$ cat config.mk
export PLATFORM = sky130hd
export DESIGN_NAME = multi_delay
export DESIGN_NICKNAME = d
export VERILOG_FILES = /design/src/rtl/multi_delay.sv
export SDC_FILE = /design/constraint.sdc
export NUM_CORES = 1
export LEC_CHECK = 0
export ABC_AREA = 1
export BUFFER_PORTS_ARGS = -buffer_cell sky130_fd_sc_hd__buf_2
export CAP_MARGIN = 15
export CORE_UTILIZATION = 31
export CTS_CLUSTER_DIAMETER = 60
export DETAILED_ROUTE_END_ITERATION = 6
export SYNTH_ARGS = -nofsm -noshare
export SYNTH_HDL_FRONTEND = slang
export SYNTH_SLANG_ARGS = --single-unit
$ cat constraint.sdc
create_clock -name clk -period 3.6 [get_ports clk]
set_input_delay 0.36 -clock clk [delete_from_list [all_inputs] [get_ports clk]]
set_output_delay 0.36 -clock clk [all_outputs]
set_load 0.01 [all_outputs]
$ cat src/rtl/multi_delay.sv
// Multi-channel programmable delay: each channel pulses o_cnt every mod enabled edges.
// Optional per-channel saturating pulse counter on o_pulse_cnt when MULTI_DELAY_PULSE_CNT_EN is defined.
module multi_delay #(
    parameter int unsigned WIDTH    = 4,
    parameter int unsigned CHANNELS = 4,
    parameter int unsigned SEL_W    = 2
) (
    input  logic                  clk,
    input  logic                  i_rst,
    input  logic [CHANNELS-1:0]   i_count_enbl,
    input  logic                  i_set_module_enbl,
    input  logic [SEL_W-1:0]      i_chan_sel,
    input  logic [WIDTH-1:0]      i_module,
    input  logic                  i_mode,
    input  logic [CHANNELS-1:0]   i_rearm,
    output logic [CHANNELS-1:0]   o_cnt,
    output logic [CHANNELS-1:0]   o_busy
`ifdef MULTI_DELAY_PULSE_CNT_EN
    ,
    output logic [8*CHANNELS-1:0] o_pulse_cnt
`endif
);

    typedef enum logic [1:0] {StIdle, StRun, StDone} state_e;

    localparam logic [WIDTH-1:0] CntOne = WIDTH'(1);

    logic [WIDTH-1:0]    mod_q   [CHANNELS];
    logic [WIDTH-1:0]    mod_d   [CHANNELS];
    logic [WIDTH-1:0]    cnt_q   [CHANNELS];
    logic [WIDTH-1:0]    cnt_d   [CHANNELS];
    state_e              state_q [CHANNELS];
    state_e              state_d [CHANNELS];
    logic [CHANNELS-1:0] mode_q, mode_d;
    logic [CHANNELS-1:0] pulse_q, pulse_d;
    logic [CHANNELS-1:0] load_hit;

    always_comb begin
        for (int c = 0; c < CHANNELS; c++) begin
            // Out-of-range selects never match any channel index.
            load_hit[c] = i_set_module_enbl && (int'(i_chan_sel) == c);
            mod_d[c]    = mod_q[c];
            mode_d[c]   = mode_q[c];
            cnt_d[c]    = cnt_q[c];
            state_d[c]  = state_q[c];
            pulse_d[c]  = 1'b0;
            if (load_hit[c]) begin
                mod_d[c]   = i_module;
                mode_d[c]  = i_mode;
                cnt_d[c]   = '0;
                state_d[c] = (i_module == '0) ? StIdle : StRun;
            end else begin
                case (state_q[c])
                    StRun: begin
                        if (i_count_enbl[c]) begin
                            if (cnt_q[c] == mod_q[c] - CntOne) begin
                                cnt_d[c]   = '0;
                                pulse_d[c] = 1'b1;
                                if (mode_q[c]) begin
                                    state_d[c] = StDone;
                                end
                            end else begin
                                cnt_d[c] = cnt_q[c] + CntOne;
                            end
                        end
                    end
                    StDone: begin
                        if (i_rearm[c]) begin
                            state_d[c] = StRun;
                            cnt_d[c]   = '0;
                        end
                    end
                    default: ;
                endcase
            end
        end
    end

    always_ff @(posedge clk) begin
        if (i_rst) begin
            for (int c = 0; c < CHANNELS; c++) begin
                mod_q[c]   <= '0;
                cnt_q[c]   <= '0;
                state_q[c] <= StIdle;
            end
            mode_q  <= '0;
            pulse_q <= '0;
        end else begin
            for (int c = 0; c < CHANNELS; c++) begin
                mod_q[c]   <= mod_d[c];
                cnt_q[c]   <= cnt_d[c];
                state_q[c] <= state_d[c];
            end
            mode_q  <= mode_d;
            pulse_q <= pulse_d;
        end
    end

    assign o_cnt = pulse_q;

    always_comb begin
        o_busy = '0;
        for (int c = 0; c < CHANNELS; c++) begin
            o_busy[c] = (state_q[c] == StRun);
        end
    end

`ifdef MULTI_DELAY_PULSE_CNT_EN
    logic [7:0] pcnt_q [CHANNELS];
    logic [7:0] pcnt_d [CHANNELS];

    always_comb begin
        for (int c = 0; c < CHANNELS; c++) begin
            pcnt_d[c] = pcnt_q[c];
            if (load_hit[c]) begin
                pcnt_d[c] = '0;
            end else if (pulse_d[c] && (pcnt_q[c] != 8'hFF)) begin
                pcnt_d[c] = pcnt_q[c] + 8'd1;
            end
        end
    end

    always_ff @(posedge clk) begin
        for (int c = 0; c < CHANNELS; c++) begin
            if (i_rst) begin
                pcnt_q[c] <= '0;
            end else begin
                pcnt_q[c] <= pcnt_d[c];
            end
        end
    end

    always_comb begin
        o_pulse_cnt = '0;
        for (int c = 0; c < CHANNELS; c++) begin
            o_pulse_cnt[8*c +: 8] = pcnt_q[c];
        end
    end
`endif

endmodule

==> flow_metrics.env <==
export IMPL_arrival_ns=1.82
export IMPL_multiInputGateArea_um2=1440
export IMPL_fmax_ghz=0.6139
export IMPL_drt_first_pass_iters=4
export IMPL_p_leak_nw=1.286
export IMPL_gp_congestion=0.7404
export IMPL_nets=421
export IMPL_hold_class="input port to flop"
export IMPL_synth_async_reset_ratio=0
export IMPL_reg2reg_from="mod_q[0][0]"
export IMPL_p_per_area_nw_per_um2=356.2
export IMPL_grt_pass1_vias=2147
export IMPL_slowest_stage="dfxtp_1"
export IMPL_hold_viol=0
export IMPL_drtIter0Drc=71
export IMPL_cts_clk_slew_worst_paths_ns=0.09
export IMPL_ys_warn_count=0
export IMPL_critPathKind="flop to flop"
export IMPL_synth_most_common_cell="nand2_1"
export IMPL_yosysTopAreaCell="dfxtp_1"
export IMPL_vias=2306
export IMPL_cts_resized=0
export IMPL_ant_nets=0
export IMPL_avgSynthCellArea_um2=7.125
export IMPL_grt_overflow_total=0
export IMPL_startpoint="mod_q[0][0]"
export IMPL_finalCritPeriodShare=0.4525
export IMPL_fin_util=0.3603
export IMPL_drv_cap=0
export IMPL_synth_top_cell_area_share=0.3675
export IMPL_cts_root_buf="clkbuf_8"
export IMPL_grt_pass1_wl_um=9087
export IMPL_cp_slowest_stage_delay_ns=0.34
export IMPL_fp_dieW_um=93.85
export IMPL_synth_nets=393
export IMPL_start_util=0.3199
export IMPL_synth_distinct_cells=34
export IMPL_path_max_fanout=4
export IMPL_hp_start="i_count_enbl[3]"
export IMPL_io_buffers=25
export IMPL_synth_seq_cells=48
export IMPL_place_hpwl_um=3923
export IMPL_cts_tree="done"
export IMPL_grt_max_degree=22
export IMPL_synth_edf_count=0
export IMPL_slew_viol_final=0
export IMPL_hold_buffers=0
export IMPL_synth_cells=367
export IMPL_slew_headroom=0.6768
export IMPL_gr_usage_all_layers=0.1281
export IMPL_finalSetupViolCount=0
export IMPL_io_pins=26
export IMPL_stdcell_count=500
export IMPL_synthTopCellsByCount="nand2_1, dfxtp_1, inv_1, nor2_1, a21oi_1"
export IMPL_syn_area_um2=2615
export IMPL_min_period_ns=1.629
export IMPL_worst_ep_required_time_ns=3.79
export IMPL_start_kind="flop"
export IMPL_drive_gt1_frac=0.1620
export IMPL_synthFlopType="dfxtp_1"
export IMPL_tightest_slew_ns=0.4843
export IMPL_vias_per_cell=4.612
export IMPL_diodes=0
export IMPL_cts_buffer_depth=2
export IMPL_routed_wl_um=5070
export IMPL_max_vdd_ir_drop_uv=184.2
export IMPL_die_area_um2=8807
export IMPL_outcome="finished, final reports clean"
export IMPL_wl_per_cell_um=10.14
export IMPL_drcViolationCount=0
export IMPL_synth_area_top_cells="dfxtp_1, nand2_1, inv_1"
export IMPL_grt_setup_unrepaired="false"
export IMPL_fin_setup_tns_ns=0
export IMPL_clk_insertion_delay_late_ns=0.30
export IMPL_antenna_found_initial=0
export IMPL_rows=33
export IMPL_die_h_um=93.85
export IMPL_whs_ns=0.3368
export IMPL_end_kind="flop"
export IMPL_areaGrowthSynthToFinish_pct=12.63
export IMPL_htreeDepth=2
export IMPL_place_inst=493
export IMPL_crit_chain="inv_1 > ha_1 > inv_1 > nand2_1 > nand2_1 > nand3_1 > nor2_1 > nand3_1 > nand2_1 > a21oi_1 > nor2_1 > nor2_1"
export IMPL_clock_skew_ns=0.005129
export IMPL_fillCellCount=884
export IMPL_cts_buffers=5
export IMPL_seqCellArea_um2=960.9
export IMPL_seq_area_frac_synth=0.3675
export IMPL_cts_setup_buffers=0
export IMPL_clock_sinks=48
export IMPL_core_area_um2=8175
==> path summary, 6_finish.rpt <==
path         slack [ns]  cells after the start             to
min reg2reg        0.50                      2    mod_q[3][1]
max reg2reg        1.97                     12  state_q[0][0]
max                1.97                     12  state_q[0][0]
min                0.34                      3       o_cnt[3]
==> placed cells by master, fill, tap and decap left out, drive strengths merged, types with 2 or more instances in the layout <==
master	count
buf	25
inv	51
nand3	19
nand3b	2
xor2	10
nand4	7
nor2	49
nand2	86
nor3	7
ha	8
or2	4
a21oi	32
dfxtp	48
o21ai	29
xnor2	6
clkbuf	7
==> metal layers <==
layer / GRT usage / share of wire
met1: 0.1660 / 0.51
met4: 0.04615 / 0.014
met5: 0 / 0
met3: 0.01699 / 0.026
met2: 0.2159 / 0.45
==> registers in the layout, indices dropped and copies added, names as in the netlist <==
name,count
cnt_q,16
mod_q,16
mode_q,4
o_cnt,4
state_q,8
==> critical path, delay by kind of cell (launching register included) <==
kind            cells  cell delay, ns
compound gates      1            0.07
fa+ha+maj           1            0.31
buf+inv             2            0.14
flops               1            0.34
simple gates        8            0.68
==> area by class of cell <==
class                   instances  share of cell area
well taps                     105             0.04461
clock buffers                   7             0.03271
inverters                      51             0.06500
flip-flops and latches         48              0.3263
multi-input cells             264              0.4890
repair buffers                 25             0.04248
==> cells by family after synthesis <==
logic type      synth area share
simple gates              0.3191
compound gates            0.1397
buf+inv                  0.08182
flops                     0.3675
xor+xnor                 0.05359
fa+ha+maj                0.03828
==> report_power, final <==
group	switching (mW)	internal, mW
logic	0.0934	0.0531
registers	0.0112	0.548
clock network	0.172	0.171
==> per-stage QoR <==
stage          area [um^2]  power, mW  worst slack, ns
3_3_place_gp          2849     0.7158            1.970
3_5_place_dp          2849     0.7185            1.977
4_1_cts               2945      1.063            1.961
2_1_floorplan         2615     0.6795            2.128
6_report              2945      1.049            1.971
5_1_grt               2945      1.107            1.757
(Power assumes the default switching activity.)
